[src/rtl/sccb_target_pkg.sv]
// Shared SCCB definitions: FSM state encoding, device IDs and ACK/NA bit values.
package sccb_target_pkg;

   typedef enum logic [3:0] {
      ST_IDLE,
      ST_ID,
      ST_ID_ACK,
      ST_SUB,
      ST_SUB_ACK,
      ST_WDAT,
      ST_WDAT_ACK,
      ST_RDAT,
      ST_RDAT_ACK
   } state_t;

   localparam logic [7:0] SCCB_WR_ID = 8'h60;
   localparam logic [7:0] SCCB_RD_ID = 8'h61;
   localparam logic       BIT_ACK    = 1'b0;
   localparam logic       BIT_NA     = 1'b1;

   // Bit 0 of the ID byte is the R/W flag, so only [7:1] identifies the device.
   function automatic logic id_match(input logic [7:0] id_byte, input logic [7:0] dev_id);
      return id_byte[7:1] == dev_id[7:1];
   endfunction

endpackage

[src/rtl/sccb_target_if.sv]
// SCCB pad lines plus the byte register-file port of the SCCB responder.
interface sccb_target_if;
   logic       i_scl;
   logic       i_sda;
   logic       o_sda_oe;
   logic       o_wr_en;
   logic [7:0] o_wr_addr;
   logic [7:0] o_wr_data;
   logic [7:0] o_rd_addr;
   logic [7:0] i_rd_data;
   logic       o_busy;

   modport slave (
      input  i_scl, i_sda, i_rd_data,
      output o_sda_oe, o_wr_en, o_wr_addr, o_wr_data, o_rd_addr, o_busy
   );

   modport master (
      output i_scl, i_sda, i_rd_data,
      input  o_sda_oe, o_wr_en, o_wr_addr, o_wr_data, o_rd_addr, o_busy
   );
endinterface

[src/rtl/sccb_target_line_filter.sv]
// Two-flop synchronizer, FILT_LEN-sample glitch filter and rise/fall strobes for one bus line.
module sccb_target_line_filter #(
   parameter int FILT_LEN = 3
) (
   input  logic clk,
   input  logic reset,
   input  logic i_line,
   output logic o_level,
   output logic o_rise,
   output logic o_fall
);

   logic [1:0] r_sync;
   logic       r_level;
   logic [2:0] r_cnt;
   logic       r_rise;
   logic       r_fall;

   // Idle bus level is high, so everything resets to 1 and no edge fires out of reset.
   always_ff @(posedge clk or posedge reset) begin
      if (reset) begin
         r_sync  <= 2'b11;
         r_level <= 1'b1;
         r_cnt   <= '0;
         r_rise  <= 1'b0;
         r_fall  <= 1'b0;
      end else begin
         r_sync <= {r_sync[0], i_line};
         r_rise <= 1'b0;
         r_fall <= 1'b0;
         if (r_sync[1] == r_level) begin
            r_cnt <= '0;
         end else if (r_cnt == 3'(FILT_LEN - 1)) begin
            r_cnt   <= '0;
            r_level <= r_sync[1];
            r_rise  <= r_sync[1];
            r_fall  <= ~r_sync[1];
         end else begin
            r_cnt <= r_cnt + 3'd1;
         end
      end
   end

   assign o_level = r_level;
   assign o_rise  = r_rise;
   assign o_fall  = r_fall;

endmodule

[src/rtl/sccb_target.sv]
// SCCB responder (OV2640 control-port model): 3-phase writes, 2-phase reads, byte reg-file port.
// Define SCCB_TGT_ACK_EN to pull sda low in the slave ACK slots; otherwise they are left released.
module sccb_target
   import sccb_target_pkg::*;
#(
   parameter logic [7:0] DEV_ID   = SCCB_WR_ID,
   parameter int         FILT_LEN = 3
) (
   input  logic         clk,
   input  logic         reset,
   sccb_target_if.slave bus
);

`ifdef SCCB_TGT_ACK_EN
   localparam logic ACK_DRV = 1'b1;
`else
   localparam logic ACK_DRV = 1'b0;
`endif

   logic w_scl_lvl, w_scl_rise, w_scl_fall;
   logic w_sda_lvl, w_sda_rise, w_sda_fall;
   logic w_start, w_stop;
   logic [7:0] w_byte;

   state_t     r_state;
   logic [3:0] r_bit;
   logic [7:0] r_shift;
   logic [7:0] r_ptr;
   logic       r_rd;
   logic       r_na;
   logic       r_ack_seen;
   logic       r_sda_oe;
   logic       r_wr_en;
   logic [7:0] r_wr_addr;
   logic [7:0] r_wr_data;
   logic       r_busy;

   sccb_target_line_filter #(.FILT_LEN(FILT_LEN)) u_scl_filt (
      .clk(clk), .reset(reset), .i_line(bus.i_scl),
      .o_level(w_scl_lvl), .o_rise(w_scl_rise), .o_fall(w_scl_fall)
   );

   sccb_target_line_filter #(.FILT_LEN(FILT_LEN)) u_sda_filt (
      .clk(clk), .reset(reset), .i_line(bus.i_sda),
      .o_level(w_sda_lvl), .o_rise(w_sda_rise), .o_fall(w_sda_fall)
   );

   assign w_start = w_sda_fall & w_scl_lvl;
   assign w_stop  = w_sda_rise & w_scl_lvl;
   assign w_byte  = {r_shift[6:0], w_sda_lvl};

   // ACK slots: the first scl fall drives the slave ACK, the fall after the 9th rise leaves the slot.
   always_ff @(posedge clk or posedge reset) begin
      if (reset) begin
         r_state    <= ST_IDLE;
         r_bit      <= '0;
         r_shift    <= '0;
         r_ptr      <= '0;
         r_rd       <= 1'b0;
         r_na       <= 1'b0;
         r_ack_seen <= 1'b0;
         r_sda_oe   <= 1'b0;
         r_wr_en    <= 1'b0;
         r_wr_addr  <= '0;
         r_wr_data  <= '0;
         r_busy     <= 1'b0;
      end else begin
         r_wr_en <= 1'b0;
         if (w_stop) begin
            r_state  <= ST_IDLE;
            r_busy   <= 1'b0;
            r_sda_oe <= 1'b0;
         end else if (w_start) begin
            r_state  <= ST_ID;
            r_bit    <= '0;
            r_busy   <= 1'b1;
            r_sda_oe <= 1'b0;
         end else if (w_scl_rise) begin
            case (r_state)
               ST_ID, ST_SUB, ST_WDAT: begin
                  r_shift <= w_byte;
                  r_bit   <= r_bit + 4'd1;
                  if (r_bit == 4'd7) begin
                     r_bit      <= '0;
                     r_ack_seen <= 1'b0;
                     case (r_state)
                        ST_ID: begin
                           if (id_match(w_byte, DEV_ID)) begin
                              r_rd    <= (w_byte[0] == SCCB_RD_ID[0]);
                              r_state <= ST_ID_ACK;
                           end else begin
                              r_state <= ST_IDLE;
                           end
                        end
                        ST_SUB: begin
                           r_ptr   <= w_byte;
                           r_state <= ST_SUB_ACK;
                        end
                        default: begin
                           r_wr_en   <= 1'b1;
                           r_wr_addr <= r_ptr;
                           r_wr_data <= w_byte;
                           r_ptr     <= r_ptr + 8'd1;
                           r_state   <= ST_WDAT_ACK;
                        end
                     endcase
                  end
               end
               ST_ID_ACK, ST_SUB_ACK, ST_WDAT_ACK: r_ack_seen <= 1'b1;
               ST_RDAT: r_bit <= r_bit + 4'd1;
               ST_RDAT_ACK: begin
                  r_ack_seen <= 1'b1;
                  r_na       <= w_sda_lvl;
                  if (w_sda_lvl == BIT_ACK) r_ptr <= r_ptr + 8'd1;
               end
               default: ;
            endcase
         end else if (w_scl_fall) begin
            case (r_state)
               ST_ID_ACK, ST_SUB_ACK, ST_WDAT_ACK: begin
                  if (!r_ack_seen) begin
                     r_sda_oe <= ACK_DRV;
                  end else begin
                     r_sda_oe <= 1'b0;
                     if (r_state == ST_ID_ACK && r_rd) begin
                        r_shift  <= bus.i_rd_data;
                        r_sda_oe <= ~bus.i_rd_data[7];
                        r_bit    <= '0;
                        r_state  <= ST_RDAT;
                     end else if (r_state == ST_ID_ACK) begin
                        r_state <= ST_SUB;
                     end else begin
                        r_state <= ST_WDAT;
                     end
                  end
               end
               ST_RDAT: begin
                  if (r_bit == 4'd8) begin
                     r_sda_oe   <= 1'b0;
                     r_bit      <= '0;
                     r_ack_seen <= 1'b0;
                     r_state    <= ST_RDAT_ACK;
                  end else begin
                     r_sda_oe <= ~r_shift[6];
                     r_shift  <= {r_shift[6:0], 1'b0};
                  end
               end
               ST_RDAT_ACK: begin
                  if (r_ack_seen) begin
                     if (r_na == BIT_NA) begin
                        r_state <= ST_IDLE;
                     end else begin
                        r_shift  <= bus.i_rd_data;
                        r_sda_oe <= ~bus.i_rd_data[7];
                        r_state  <= ST_RDAT;
                     end
                  end
               end
               default: ;
            endcase
         end
      end
   end

   assign bus.o_sda_oe  = r_sda_oe;
   assign bus.o_wr_en   = r_wr_en;
   assign bus.o_wr_addr = r_wr_addr;
   assign bus.o_wr_data = r_wr_data;
   assign bus.o_rd_addr = r_ptr;
   assign bus.o_busy    = r_busy;

endmodule

[src/flat_wrapper.sv]
// flat-port wrapper written by rule: the top's interface ports become plain ports
module sccb_target_flat import sccb_target_pkg::*;
#(
   parameter logic [7:0] DEV_ID   = SCCB_WR_ID,
   parameter int         FILT_LEN = 3
)
  (clk, reset, bus_i_scl, bus_i_sda, bus_i_rd_data, bus_o_sda_oe, bus_o_wr_en, bus_o_wr_addr, bus_o_wr_data, bus_o_rd_addr, bus_o_busy);
  sccb_target_if bus_i ();
  input  logic clk;
  input  logic reset;
  input wire logic [$bits(bus_i.i_scl)-1:0] bus_i_scl;
  input wire logic [$bits(bus_i.i_sda)-1:0] bus_i_sda;
  input wire logic [$bits(bus_i.i_rd_data)-1:0] bus_i_rd_data;
  output wire logic [$bits(bus_i.o_sda_oe)-1:0] bus_o_sda_oe;
  output wire logic [$bits(bus_i.o_wr_en)-1:0] bus_o_wr_en;
  output wire logic [$bits(bus_i.o_wr_addr)-1:0] bus_o_wr_addr;
  output wire logic [$bits(bus_i.o_wr_data)-1:0] bus_o_wr_data;
  output wire logic [$bits(bus_i.o_rd_addr)-1:0] bus_o_rd_addr;
  output wire logic [$bits(bus_i.o_busy)-1:0] bus_o_busy;
  assign bus_i.i_scl = bus_i_scl;
  assign bus_i.i_sda = bus_i_sda;
  assign bus_i.i_rd_data = bus_i_rd_data;
  assign bus_o_sda_oe = bus_i.o_sda_oe;
  assign bus_o_wr_en = bus_i.o_wr_en;
  assign bus_o_wr_addr = bus_i.o_wr_addr;
  assign bus_o_wr_data = bus_i.o_wr_data;
  assign bus_o_rd_addr = bus_i.o_rd_addr;
  assign bus_o_busy = bus_i.o_busy;
  sccb_target #(.DEV_ID(DEV_ID), .FILT_LEN(FILT_LEN)) u_core (.clk(clk), .reset(reset), .bus(bus_i));
endmodule
[config.mk]
export PLATFORM = sky130hd
export DESIGN_NAME = sccb_target_flat
export DESIGN_NICKNAME = d
export VERILOG_FILES = /design/src/rtl/sccb_target_pkg.sv /design/src/rtl/sccb_target_if.sv /design/src/rtl/sccb_target_line_filter.sv /design/src/rtl/sccb_target.sv /design/src/flat_wrapper.sv
export SDC_FILE = /design/constraint.sdc
export NUM_CORES = 1
export LEC_CHECK = 0
export CAP_MARGIN = 20
export CORE_MARGIN = 10
export CORE_UTILIZATION = 56
export DETAILED_ROUTE_END_ITERATION = 7
export GPL_TIMING_DRIVEN = 0
export PLACE_DENSITY = 0.76
export SETUP_SLACK_MARGIN = 0.4
export SKIP_CTS_REPAIR_TIMING = 1
export SLEW_MARGIN = 40
export SYNTH_ARGS = -nofsm -noshare
export SYNTH_HDL_FRONTEND = slang
export SYNTH_HIERARCHICAL = 1
export SYNTH_SLANG_ARGS = --single-unit
[constraint.sdc]
create_clock -name clk -period 2.6 [get_ports clk]
set_input_delay 0.52 -clock clk [delete_from_list [all_inputs] [get_ports clk]]
set_output_delay 0.52 -clock clk [all_outputs]
set_load 0.01 [all_outputs]
# Word level (Yosys, flattened, before mapping)
# Index checks and enable logic that the tools add are counted.
[word_totals]
output_inout_bits = 27
in_bits = 12
wordCells = 176
regBits = 61
[op_classes]
muxes = 73
add_sub_neg = 4
n_reduce_logical = 28
n_eq_ne = 38
bitwise = 11
[op_table]
columns = ["cell", "count"]
rows = [
  ["4-bit 2-to-1 mux", 17],
  ["7-bit 2-to-1 mux", 8],
  ["7-bit AND reduction", 5],
  ["8-bit case mux with 2 select lines", 2],
  ["1-bit 2-to-1 mux", 30],
  ["7-bit case mux with 3 select lines", 1],
  ["4-bit by 3-bit equality test with 1-bit output, second input constant", 5],
  ["3-bit 2-to-1 mux", 6],
  ["8-bit 2-to-1 mux", 2],
  ["4-bit by 1-bit != test with 1-bit output, second input constant", 4],
  ["4-bit by 2-bit != test with 1-bit output, second input constant", 4],
  ["4-bit case mux with 2 select lines", 2],
  ["3-bit by 2-bit != test with 1-bit output, second input constant", 5],
  ["5-bit by 2-bit != test with 1-bit output, second input constant", 3],
  ["4-bit case mux with 3 select lines", 1],
  ["4-bit nonzero test", 3],
  ["10-bit AND reduction", 1],
  ["2-bit nonzero test", 5],
  ["1-bit NOT", 9],
  ["8-bit by 1-bit adder with 8-bit output, second input constant", 1],
  ["4-bit by 2-bit equality test with 1-bit output, second input constant", 2],
  ["4-bit equality test, second input constant", 2],
  ["7-bit by 6-bit equality test with 1-bit output, second input constant", 1],
  ["3-bit by 1-bit adder with 3-bit output, second input constant", 2],
  ["24 further kinds", 33],
]

# Longest topological paths before layout
[depth]
depth_word = 9
mapped_depth = 8
mapped_depth_nobuf = 7

# By module
# The synthesis kept the hierarchy.
[by_module_without_submodules]
columns = ["mod", "n_inst", "area_per_inst_um2", "cells_per_inst", "seq_area_each_um2"]
rows = [
  ["sccb_target", 1, 2590.0, 247, 1126.1],
  ["sccb_target_line_filter", 2, 307.8, 22, 203.9],
]

# Least setup slack after synthesis
# Ideal clock, no wire load.
[synth_path]
kind = "register to register"
from = "reg u_core.u_scl_filt.r_level, in the netlist u_core/u_scl_filt/o_level"
to = "reg u_core.r_wr_addr[2], in the netlist u_core/bus.o_wr_addr[2]"
slack_ns = 0.704
arrival_ns = 1.772
path_buffers = 2
required_time_ns = 2.475
path_stages_with_launch = 8
setup_time_ns = 0.125
period_less_slack_ns = 1.896
path_cell_list = "dfstp_2 buf_2 o21ai_2 nand2_1 nor2_1 o211ai_2 buf_2 mux2_2"
[synth_via]
elab_chain_cells = 3
elab_cells_between_ends = 5
classes_between = "bitwise: 4; reduce/logical: 1"
[synth_lines]
columns = ["item", "line", "text"]
rows = [
  ["start: declaration", "sccb_target_line_filter.sv:14", "logic r_level;"],
  ["start signal: assignment", "sccb_target_line_filter.sv:35", "r_level <= r_sync[1];"],
  ["1-bit bitwise AND, on equally long branches", "sccb_target.sv:48, sccb_target.sv:49", ""],
  ["1-bit NOT (no source line)", "n/a", ""],
  ["6-bit AND reduction (no source line) (*)", "n/a", ""],
  ["end signal: assignment", "sccb_target.sv:101", "r_wr_addr <= r_ptr;"],
  ["end: declaration", "sccb_target.sv:34", "logic [7:0] r_wr_addr;"],
]
# Mark *: on every way between the ends. The rest lies on a longest branch, timed or not.
# A chain may end at the register's enable or synchronous reset.

# Final worst setup path
[layout_path]
from = "reg u_core.u_scl_filt.r_level, in the netlist u_core/u_scl_filt/o_level"
to = "reg u_core.r_wr_addr[4], in the netlist u_core/bus.o_wr_addr[4]"
# The elaborated chain is that of the path after synthesis.

==> run_results.csv <==
group,metric,value,unit
run_status,run_status,"finished clean",
setup_path,crit_type,"register to register",
grt,pin_count_of_the_biggest_net_entering_global_routing,33,
power,power.ir.vdd_worst,0.646,mV
setup_path,critical-path-top-delay-family,"flip-flops",
worst_hold_path,hp-class,"register to register",
place,port_buffers,38,
floorplanning,dieWidth,95.7,um
floorplanning,chipHeight,95.7,um
synthesis,synth.yosys.warnings,6,
grt,vias_in_the_first_global_route,2304,
place,dpl.cell_count,402,
sta,final.period_utilization,79.9,%
grt,grt-ovfl-total,0,
sta,clock.fmax,481,MHz
final_layout,final_cell_count_no_fill,418,
routing,route.antenna.remaining_nets,0,
sta,timing.clock.skew,13.0,ps
routing,drt-vias-per-instance,5.82,
synthesis,postSynthCellCount,291,
power,pwr_dens,660,nW/um^2
floorplanning,fp.dieArea,9150,um^2
floorplanning,core_area,5540,um^2
synthesis,ys_seq_area_share,47.9,%
routing,remaining_drc_errors,0,
setup_path,timing.critical_path.required,2810,ps
cts,cts.sinks,61,
cts,clk_root_buffer_cell,"clkbuf_8",
cts,clock_tree_from_tritoncts,"done",
synthesis,postSynth.asyncResetShare,100,%
routing,drt_wl_total,7.02,mm
synthesis,synth_top_area_share,42.9,%
sta,worstMarginPinSlew,501,ps
power,p_leak,1.72,nW
setup_path,cp.arrival,2280,ps
setup_path,crit_chain,"buf_2 > o21ai_2 > nand2_1 > nor2_1 > o211ai_4 > buf_6 > mux2_2",
synthesis,number_of_enable_type_register_cells_in_the_synthesized_netlist,0,
grt,antenna_found_initial,0,
sta,slew_violations,0,
setup_path,cp_slowest_cell,"dfstp_2",
place,globalplace.congestion,0.900,
sta,timing.final.crit_period,2080,ps
synthesis,synthesis.area_per_instance,11.0,um^2
synthesis,synth_top_cell_by_area,"dfrtp_1",
final_layout,layout.nets,356,
final_layout,share_of_final_layout_standard_cells_stronger_than_drive_strength_1,23.7,%
job,max-cap-violations,0,
cts,path_clk_slew,70,ps
synthesis,synthAdderAreaFrac,1.17,%
synthesis,yosys.cell_types.count,63,
synthesis,yosys-top-cells-area,"dfrtp_1 (43%), mux2_2 (8.8%), dfstp_2 (4.9%), mux2_4 (4.2%), a21oi_1 (3.0%)",
cts,clock_insertion_delay_worst_skew,340,ps
synthesis,combinational_family_with_the_most_area_after_synthesis,"compound AO/OA/AOI/OAI gates",
sta,setup_repair_after_global_routing_missed_its_margin,"yes",
floorplanning,core.rowCount,27,
setup_path,critical_path.startpoint_type,"register",
synthesis,synthFlopType,"dfrtp_1",
synthesis,synth_mux_area_share,14.6,%
synthesis,syn_area,3210,um^2
sta,setup_viol,0,
setup_path,crit_fanout,10,
place,dp_hpwl,5.13,mm
routing,detail_route.iter0.violations,168,
final_layout,antenna_cell_count,0,
cts,clock_path_buffers,2,
cts,cts-buffers-inserted,9,
grt,groute.usage.overall,15.9,%
synthesis,synth_compound_gate_area_share,16.0,%
sta,hold_violation_total_from_the_final_report,0,
routing,routed_wire_length_per_instance,16.8,um
setup_path,timing.critical_path.buf_inv,2,
setup_path,cp-end-kind,"register",
synthesis,number_of_synthesized_register_bits,61,
routing,first_pass_drt_iterations,4,
synthesis,postSynthNetCount,306,
final_layout,syn_to_final_growth,21.9,%
floorplanning,initial_utilization,57.9,%
setup_path,critPathMaxStageDelay,570,ps
routing,vias,2432,
grt,grt_pass1_wl,11.5,mm
sta,maxSlewHeadroom,66.2,%
floorplanning,num_io_pins,39,
synthesis,post_synth_and_or_nand_nor_area_fraction,15.4,%
sta,worst_slack_on_hold_paths,357,ps
cts,cts.htree.levels,3,
synthesis,synth_area_in_xor_xnor,0.820,%
==> per-layer routing <==
layer | GRT usage (%) | routed length [um]
met5 | 0 | 0
met4 | 6.88 | 110
met3 | 3.93 | 455
met2 | 22.7 | 3150
met1 | 22.4 | 3310
==> power breakdown <==
group          total, W  leakage [nW]  switching, W  internal (W)
registers       0.00125         0.823      0.000170       0.00108
logic          0.000552         0.802      0.000261      0.000291
clock network  0.000774        0.0917      0.000376      0.000397
total           0.00258          1.72      0.000807       0.00177
==> worst register-to-register path: cells and delay by family, from the launching register on <==
kind,cells,cell delay (ps)
DFF,1,570
buffers and inverters,2,430
muxes,1,360
AOI/OAI and AO/OA,2,310
and+or+nand+nor,2,300
==> area by class of cell <==
cell class	count	area, um^2
plain buffers	13	97.6
repair buffers	39	400
fillers	414	1630
clock buffers	11	151
inverters	11	43.8
well taps	72	90.1
flip-flops and latches	61	1530
multi-input cells	206	1560
clock inverters	5	33.8
==> layout by cell type (no fill, tap or decap), types with 7 or more instances in the layout <==
master            n
nand2_1          16
a21oi_1          19
mux2_4            9
clkdlybuf4s50_1  38
dfrtp_1          55
clkbuf_8         11
mux2_2           25
nor2_1           20
inv_1            10
a31oi_1           7
==> final timing paths <==
| path | start | end | slack, ps | cells past startpoint |
|---|---|---|---|---|
| worst min-delay path | u_core/u_scl_filt/r_sync[0]$_DFF_PP1_ | u_core/u_scl_filt/r_sync[1]$_DFF_PP1_ | 360 | 0 |
| worst max register to register | u_core/u_scl_filt/o_level$_DFFE_PP1P_ | u_core/bus.o_wr_addr[4]$_DFFE_PP0P_ | 520 | 7 |
| worst max-delay path | u_core/u_scl_filt/o_level$_DFFE_PP1P_ | u_core/bus.o_wr_addr[4]$_DFFE_PP0P_ | 520 | 7 |
| min in group asynchronous | reset | u_core/bus.o_wr_addr[2]$_DFFE_PP0P_ | 500 | 2 |
| worst min register to register | u_core/u_scl_filt/r_sync[0]$_DFF_PP1_ | u_core/u_scl_filt/r_sync[1]$_DFF_PP1_ | 360 | 0 |
| max in group asynchronous | reset | u_core/bus.o_wr_addr[5]$_DFFE_PP0P_ | 1670 | 3 |
==> synth_stat cells (all sizes together), types with 3 or more instances <==
library cell and count:
dfrtp 55, mux2 36, nor2 21, a21oi 20
nand2 16, buf 12, o21ai 12, inv 11
a31oi 8, dfstp 6, nand2b 6, nand3 6
nand3b 6, nor2b 6, nor3 6, nor3b 5
o211ai 4, a22o 3, ha 3, mux2i 3
nor4 3, xnor2 3
==> registers in the layout (all words and copies together), names as in the netlist, 3 cells and up <==
name,flops
u_core/bus.o_wr_addr,8
u_core/u_sda_filt/r_cnt,3
u_core/r_state,4
u_core/bus.o_wr_data,8
u_core/r_bit,4
u_core/u_scl_filt/r_cnt,3
u_core/bus.o_rd_addr,8
u_core/r_shift,7
==> logic make-up after synthesis <==
logic type / count (synthesis)
AND/OR/NAND/NOR: 87
multiplexers: 39
XOR/XNOR: 3
adder cells (fa/ha/maj): 3
flip-flops: 61
buffers and inverters: 24
AO/OA/AOI/OAI: 74
==> per-stage QoR <==
step / total power (W) / instance area (um^2) / setup TNS, ps / worst slack [ps] / util, %
after floorplan: 0.00163 / 3210 / 0 / 704 / -
after global placement: 0.00179 / 3680 / -1410 / -32.7 / 66.4
after detailed placement: 0.00181 / 3700 / 0 / 379 / 66.8
after CTS: 0.00259 / 3880 / 0 / 360 / 70.1
after global routing: 0.00273 / 3910 / 0 / 377 / 70.5
final: 0.00258 / 3910 / 0 / 523 / 70.5
Power figures use the tool's default switching activity.
